$ cat src/rtl/nx_stream_arbiter_if.sv
// Message payload type and the grouped inbound/outbound stream interface
// used by nx_stream_arbiter.
package nx_stream_pkg;

  localparam int unsigned SRC_W     = 4;
  localparam int unsigned KIND_W    = 4;
  localparam int unsigned PAYLOAD_W = 24;

  typedef struct packed {
    logic [SRC_W-1:0]     src;
    logic [KIND_W-1:0]    kind;
    logic [PAYLOAD_W-1:0] payload;
  } node_message_t;

endpackage

interface nx_stream_arbiter_if #(
  parameter int unsigned INPUTS = 4
);
  import nx_stream_pkg::*;

  node_message_t           inbound_data [INPUTS];
  logic [INPUTS-1:0]       inbound_valid;
  logic [INPUTS-1:0]       inbound_ready;
  node_message_t           outbound_data;
  logic                    outbound_valid;
  logic                    outbound_ready;

  // Producer/consumer environment side.
  modport master (
    output inbound_data,
    output inbound_valid,
    input  inbound_ready,
    input  outbound_data,
    input  outbound_valid,
    output outbound_ready
  );

  // Arbiter side.
  modport slave (
    input  inbound_data,
    input  inbound_valid,
    output inbound_ready,
    output outbound_data,
    output outbound_valid,
    input  outbound_ready
  );

endinterface

$ cat src/rtl/nx_stream_arbiter.sv
// Work-conserving round-robin merge of INPUTS message streams into one
// registered output slot; drain and refill may happen in the same cycle.
module nx_stream_arbiter #(
  parameter int unsigned INPUTS = 4
) (
  input logic               i_clk,
  input logic               i_rst,
  nx_stream_arbiter_if.slave bus
);
  import nx_stream_pkg::*;

  localparam int unsigned PTR_W = (INPUTS > 1) ? $clog2(INPUTS) : 1;
  localparam int unsigned IDX_W = PTR_W + 1;

  typedef enum logic {
    SLOT_EMPTY = 1'b0,
    SLOT_FULL  = 1'b1
  } slot_state_t;

  slot_state_t       state;
  slot_state_t       state_next;
  node_message_t     data_q;
  logic [PTR_W-1:0]  ptr;
  logic [PTR_W-1:0]  ptr_next;
  logic [PTR_W-1:0]  grant_idx;
  logic              grant_found;
  logic [IDX_W-1:0]  cand;
  logic              out_valid;
  logic              slot_free;
  logic              accept;
  logic [INPUTS-1:0] ready_c;

  assign out_valid = (state == SLOT_FULL);
  assign slot_free = !out_valid || bus.outbound_ready;

  // Rotating priority search starting at ptr, wrapping modulo INPUTS.
  always_comb begin
    grant_found = 1'b0;
    grant_idx   = '0;
    cand        = '0;
    for (int unsigned i = 0; i < INPUTS; i++) begin
      cand = IDX_W'(ptr) + IDX_W'(i);
      if (cand >= IDX_W'(INPUTS)) begin
        cand = cand - IDX_W'(INPUTS);
      end
      if (!grant_found && bus.inbound_valid[cand[PTR_W-1:0]]) begin
        grant_found = 1'b1;
        grant_idx   = cand[PTR_W-1:0];
      end
    end
  end

  assign accept = grant_found && slot_free && !i_rst;

  // Ready is one-hot on the winner only, masked during reset and stall.
  always_comb begin
    ready_c = '0;
    if (accept) begin
      ready_c[grant_idx] = 1'b1;
    end
  end

  always_comb begin
    ptr_next = ptr;
    if (accept) begin
      if (grant_idx == PTR_W'(INPUTS - 1)) begin
        ptr_next = '0;
      end else begin
        ptr_next = grant_idx + PTR_W'(1);
      end
    end
  end

  // Slot occupancy next-state: refill wins over drain.
  always_comb begin
    state_next = state;
    if (accept) begin
      state_next = SLOT_FULL;
    end else if (out_valid && bus.outbound_ready) begin
      state_next = SLOT_EMPTY;
    end
  end

  always_ff @(posedge i_clk) begin
    if (i_rst) begin
      state <= SLOT_EMPTY;
    end else begin
      state <= state_next;
    end
  end

  always_ff @(posedge i_clk) begin
    if (i_rst) begin
      ptr <= '0;
    end else begin
      ptr <= ptr_next;
    end
  end

  // Data holds its last value after a drain; only a grant reloads it.
  always_ff @(posedge i_clk) begin
    if (i_rst) begin
      data_q <= '0;
    end else if (accept) begin
      data_q <= bus.inbound_data[grant_idx];
    end
  end

  assign bus.inbound_ready  = ready_c;
  assign bus.outbound_valid = out_valid;
  assign bus.outbound_data  = data_q;

endmodule

$ cat src/flat_wrapper.sv
// flat-port wrapper written by rule: the top's interface ports become plain ports
module nx_stream_arbiter_flat import nx_stream_pkg::*;
#(
  parameter int unsigned INPUTS = 4
)
  (i_clk, i_rst, bus_inbound_data, bus_inbound_valid, bus_inbound_ready, bus_outbound_data, bus_outbound_valid, bus_outbound_ready);
  nx_stream_arbiter_if #(.INPUTS(INPUTS)) bus_i ();
  input logic i_clk;
  input logic i_rst;
  input wire logic [$bits(bus_i.inbound_data)-1:0] bus_inbound_data;
  input wire logic [$bits(bus_i.inbound_valid)-1:0] bus_inbound_valid;
  output wire logic [$bits(bus_i.inbound_ready)-1:0] bus_inbound_ready;
  output wire logic [$bits(bus_i.outbound_data)-1:0] bus_outbound_data;
  output wire logic [$bits(bus_i.outbound_valid)-1:0] bus_outbound_valid;
  input wire logic [$bits(bus_i.outbound_ready)-1:0] bus_outbound_ready;
  assign bus_i.inbound_data = {>>{bus_inbound_data}};
  assign bus_i.inbound_valid = bus_inbound_valid;
  assign bus_inbound_ready = bus_i.inbound_ready;
  assign bus_outbound_data = bus_i.outbound_data;
  assign bus_outbound_valid = bus_i.outbound_valid;
  assign bus_i.outbound_ready = bus_outbound_ready;
  nx_stream_arbiter #(.INPUTS(INPUTS)) u_core (.i_clk(i_clk), .i_rst(i_rst), .bus(bus_i));
endmodule
$ cat config.mk
export PLATFORM = sky130hd
export DESIGN_NAME = nx_stream_arbiter_flat
export DESIGN_NICKNAME = d
export VERILOG_FILES = /design/src/rtl/nx_stream_arbiter_if.sv /design/src/rtl/nx_stream_arbiter.sv /design/src/flat_wrapper.sv
export SDC_FILE = /design/constraint.sdc
export NUM_CORES = 1
export LEC_CHECK = 0
export BUFFER_PORTS_ARGS = -buffer_cell sky130_fd_sc_hd__buf_2
export CAP_MARGIN = 20
export CORE_MARGIN = 2
export CORE_UTILIZATION = 42
export CTS_BUF_LIST = sky130_fd_sc_hd__clkbuf_16
export CTS_CLUSTER_DIAMETER = 100
export DETAILED_ROUTE_END_ITERATION = 16
export PLACE_DENSITY = 0.82
export SYNTH_ARGS = -nofsm -noshare
export SYNTH_HDL_FRONTEND = slang
export SYNTH_SLANG_ARGS = --single-unit
$ cat constraint.sdc
create_clock -name i_clk -period 1.75 [get_ports i_clk]
set_input_delay 0.0875 -clock i_clk [delete_from_list [all_inputs] [get_ports i_clk]]
set_output_delay 0.0875 -clock i_clk [all_outputs]
set_load 0.01 [all_outputs]
# After elaboration in Yosys (flattened, before gate mapping)
# Cells that the tools add are included.
# W data, S select, Z words.
# op_classes
n_addsub,8
order_cmp,11
n_eq_ne,1
mux,29
bitwise_logic,1
reduce_logical,14
# op_table
operator,n
$bmux W32 S2,1
$mux W32,2
$mux W2,9
$lt A2 B3 Y1 const B,5
$ge A3 B3 Y1 const B,4
$mux W1,11
$bmux W1 S2,4
$sub A2 B1 Y2 const B,4
$logic_and A1 B1 Y1,7
$add A2 B2 Y3 const B,2
$logic_not A1 Y1,5
$mux W4,1
$add A2 B1 Y3 const B,1
$ge A2 B3 Y1 const B,1
$not A2 Y3,1
$add A2 B1 Y2 const B,1
$demux W1 S2,1
$eq A2 B2 Y1 const B,1
$ge A2 B1 Y1 const B,1
$reduce_bool A2 Y1,1
$logic_or A1 B1 Y1,1
# totals
ff_bits,35
inputBits,135
word_cells,69

# Longest topological paths before layout
# depth
ltp_word,19
mapped_depth,8
ltp_nobuf,5

# Worst setup path after synthesis
# OpenSTA, ideal clock, no wires.
# synth_timing
path_type,flip-flop to flip-flop
from,register u_core.ptr[1]
to,"register u_core.data_q, in the netlist u_core.bus.outbound_data[20]"
setup_ns,0.125
t_arrival_ns,1.465
required_time_ns,1.625
slack_ns,0.160
path_stages_with_launch,8
n_path_buf,3
synth_period_minus_slack_ns,1.590
path_cell_list,dfxtp_1 buf_6 or3b_1 buf_4 nand2_8 buf_12 mux2i_1 o211ai_2
# synth_between
elab_chain_len,18
elab_cells_between_ends,43
# synth_lines
element,line_no,source
from (decl),nx_stream_arbiter.sv:23,logic [PTR_W-1:0] ptr;
from (signal assigned),nx_stream_arbiter.sv:96,ptr <= ptr_next;
branches (longest 18 deep; another with $add A2 B1 Y3),-,
to (signal assigned),nx_stream_arbiter.sv:105,data_q <= bus.inbound_data[grant_idx];
to (decl),nx_stream_arbiter.sv:22,node_message_t data_q;
# Parallel ways; which one is timed is not known. The select of a mux whose other input is x is not followed.
# A chain may end at the register's enable or synchronous reset.

# Worst setup path after layout
# layout_timing
from,register u_core.ptr[1]
to,output port bus_inbound_ready[2]
# layout_between
elab_chain_len,19
elab_cells_between_ends,45
# layout_lines
element,line_no,source
branches (longest 18 deep; another with $add A2 B1 Y3),-,
$mux W4 *,nx_stream_arbiter.sv:58,if (accept) begin
to (decl),flat_wrapper.sv:12,output wire logic [$bits(bus_i.inbound_ready)-1:0] bus_inbound_ready;
# Every way passes the cells marked *. The select of a mux whose other input is x is not followed.

==> results.yml <==
outcome:
  outcome: "finished, final reports clean"
die:
  initial_utilization: 0.441
  die_y_um: 80.5
  die_area_um2: 6490
  coreArea_um2: 5570
  die_width_um: 80.5
  ioPinCount: 172
  num_rows: 27
worst_setup_path:
  r2r_setup_slack_ps: 90
  worstReg2RegStart: "u_core.ptr[1]$_SDFFE_PP0P_"
  worstSetupEndpointType: "primary output"
  required_ps: 1660
  cp_max_fo: 17
  r2r_cells: 7
  path_class: "flip-flop to primary output"
  cp-start-kind: "flip-flop"
  r2r_end: "u_core.bus.outbound_data[18]$_SDFFE_PP0P_"
  worstPathArrival_ps: 1630
global_routing:
  grt_usage: 0.235
  use_met1: 0.266
  met3_usage: 0.0483
  grt_start_max_net_pins: 32
  antenna_found_initial: 0
  grt_pass1_vias: 2612
  busiest_layer: "met2"
  overflow: 0
  grt_pass1_wl_um: 11800
  grtUsageMet2: 0.429
detailed_routing:
  wire_per_inst_um: 15.1
  drtAntennaViolNets: 0
  routed_wl_um: 8030
  drc: 0
  dr.pass1.iters: 4
  drt_iter0_drc: 139
  vias: 2871
  avgViaCountPerCell: 5.41
clock_tree:
  numCtsBuffers: 5
  clk_pin_slew_ps: 50
  cts_tree: "yes"
  htree_levels: 2
  clock_path_buffers: 2
  cts_root_buf: "clkbuf_16"
  clk_latency_ps: 280
  cts_num_sinks: 35
power:
  pwr_density_cell_nw_per_um2: 813
  switching_share: 0.325
  seqPwrFrac: 0.334
  p_switching_uw: 967
  leakage_nw: 1.81
  ir_drop_mv: 0.489
  pwr-share-clk: 0.278
  p_int_mw: 2.01
  combPwrFrac: 0.388
synthesis:
  ys_seq_area_frac: 0.285
  syn-num-nets: 418
  ys_ff_latch: 35
  synthArstFlopShare: 0
  syn-mean-instance-area_um2: 8.69
  yosysTopAreaCell: "dfxtp_1"
  yosysTopAreaCellShare: 0.285
  synth_edf_count: 0
  syn-cell-area_um2: 2460
  synthFlopType: "dfxtp_1"
  syn_inst: 283
  synthTopCellsByArea: "dfxtp_1 (28%), mux2i_1 (14%), a21bo_2 (9.0%)"
  netlist-cell-type-count: 36
  ys_warn_count: 0
layout:
  final_core_util: 0.658
  instances_no_fill: 531
  area_delta_synth_final_pct: 49.1
  drive_above_1_share: 0.534
  finalInstanceArea_um2: 3670
  fin_nets: 593
  n_antenna_cell: 0
sta:
  worst_pin_slew_ps: 398
  max_freq_ghz: 0.583
  setup_ws_ps: 33.3
  setup_viol: 0
  period_minus_slack_ps: 1720
  finalHoldViolCount: 0
  skew_ps: 2.90
  period_share: 0.981
  rsz0062_at_grt: "yes"
  final_max_slew_viol_count: 0
  relSlewSlack: 0.732
worst_hold_path:
  whs_endpoint: "u_core.ptr[1]$_SDFFE_PP0P_"
  hold_start: "i_rst"
  holdCritPathClass: "primary input to flip-flop"
  whs_path_depth: 2
placement:
  place_area_um2: 3440
  port-buffer-count: 171
  post-place-cells: 518
  dp_slack_ps: -30.9
  gp_congestion: 0.780
  dp_hpwl_um: 5970
job:
  maxCapViolations: 0
-- how the worst max path moves through the flow --
stage	from	end	slack [ps]	cells after the start
after CTS	u_core.ptr[1]$_SDFFE_PP0P_	u_core.bus.outbound_data[3]$_SDFFE_PP0P_	4	5
after global routing	u_core.bus.outbound_valid$_SDFFE_PP0P_	bus_inbound_ready[3]	-20	7
after floorplan	u_core.ptr[1]$_SDFFE_PP0P_	u_core.bus.outbound_data[20]$_SDFFE_PP0P_	160	7
final	u_core.ptr[1]$_SDFFE_PP0P_	bus_inbound_ready[2]	30	7
after global placement	u_core.ptr[1]$_SDFFE_PP0P_	u_core.ptr[1]$_SDFFE_PP0P_	80	6
after detailed placement	u_core.ptr[1]$_SDFFE_PP0P_	u_core.bus.outbound_data[17]$_SDFFE_PP0P_	-30	6
-- cells in the mapped netlist, types with 2 or more instances --
master / n
buf_1: 3
nor2_1: 7
dfxtp_1: 35
buf_2: 6
a21oi_1: 3
a21bo_1: 9
o211ai_1: 25
nand2_1: 33
o21ai_0: 30
mux2i_1: 34
a211oi_1: 2
clkbuf_1: 9
buf_4: 4
buf_6: 2
nand3_1: 31
buf_12: 3
a21bo_2: 22
o211ai_2: 6
nor3b_2: 2
-- placed cells by master, fill, tap and decap left out, types with 6 or more instances in the layout --
| cell | count |
|---|---|
| buf_2 | 171 |
| mux2i_1 | 33 |
| dfxtp_1 | 33 |
| nand2_1 | 32 |
| nand3_1 | 31 |
| o21ai_0 | 30 |
| o211ai_1 | 25 |
| a21bo_2 | 22 |
| buf_4 | 17 |
| a21bo_1 | 9 |
| nor2_1 | 6 |
| o211ai_2 | 6 |
-- cell families after synthesis --
logic type	share of synthesized area
buffers and inverters	0.0793
AND/OR/NAND/NOR	0.159
flip-flops	0.285
XOR/XNOR	0.00356
AO/OA/AOI/OAI	0.335
multiplexers	0.138
-- stage by stage --
| stage | power, mW | TNS [ps] | hold WS, ps |
|---|---|---|---|
| 2_1_floorplan | 1.68 | 0 | 157 |
| 3_3_place_gp | 2.08 | 0 | 337 |
| 3_5_place_dp | 2.11 | -149 | 339 |
| 4_1_cts | 2.96 | 0 | 43.9 |
| 5_1_grt | 3.13 | -32.7 | 74.4 |
| 6_report | 2.98 | 0 | 66.7 |
-- state kept, by name (all words and copies together) (netlist names) --
name / flops
u_core.bus.outbound_data: 32
u_core.ptr: 2
u_core.bus.outbound_valid: 1
-- what timing repair did --
action | 4_1_cts | 5_1_grt
buffers inserted | 2 | 3
setup endpoints to repair | 15 | 17
cloned | 0 | 1
hold buffers | 0 | 0
resized for setup | 8 | 7
pin swaps | 2 | 3
-- worst max-delay path: stages, from the launching register on --
cell	delay, ps
dfxtp_4	380
a21oi_1	80
o21a_1	190
o221a_2	310
buf_12	160
inv_2	60
nor2_1	40
buf_2	130
-- power groups by stage --
stage | Clock [mW] | Sequential, mW | Combinational (mW)
2_1_floorplan | 0 | 1.05 | 0.629
3_3_place_gp | 0 | 0.999 | 1.09
3_5_place_dp | 0 | 1.00 | 1.11
4_1_cts | 0.840 | 0.995 | 1.12
5_1_grt | 0.872 | 1.01 | 1.25
6_report | 0.827 | 0.996 | 1.16
-- final cells by class --
cell class	count	area [um2]
timing repair buffer	194	1090
sequential	35	708
inverter	2	7.51
clock buffer	5	125
fill	451	1910
multi-input combinational	220	1630
clock inverter	3	11.3
tap	72	90.1
-- routing by layer --
metal	vias up	part of all wire
met5	-	0
met4	0	0.019
met1	1300	0.38
met3	17	0.095
met2	162	0.51
li1	1392	-
No activity file was read; power rests on OpenSTA's default activity.
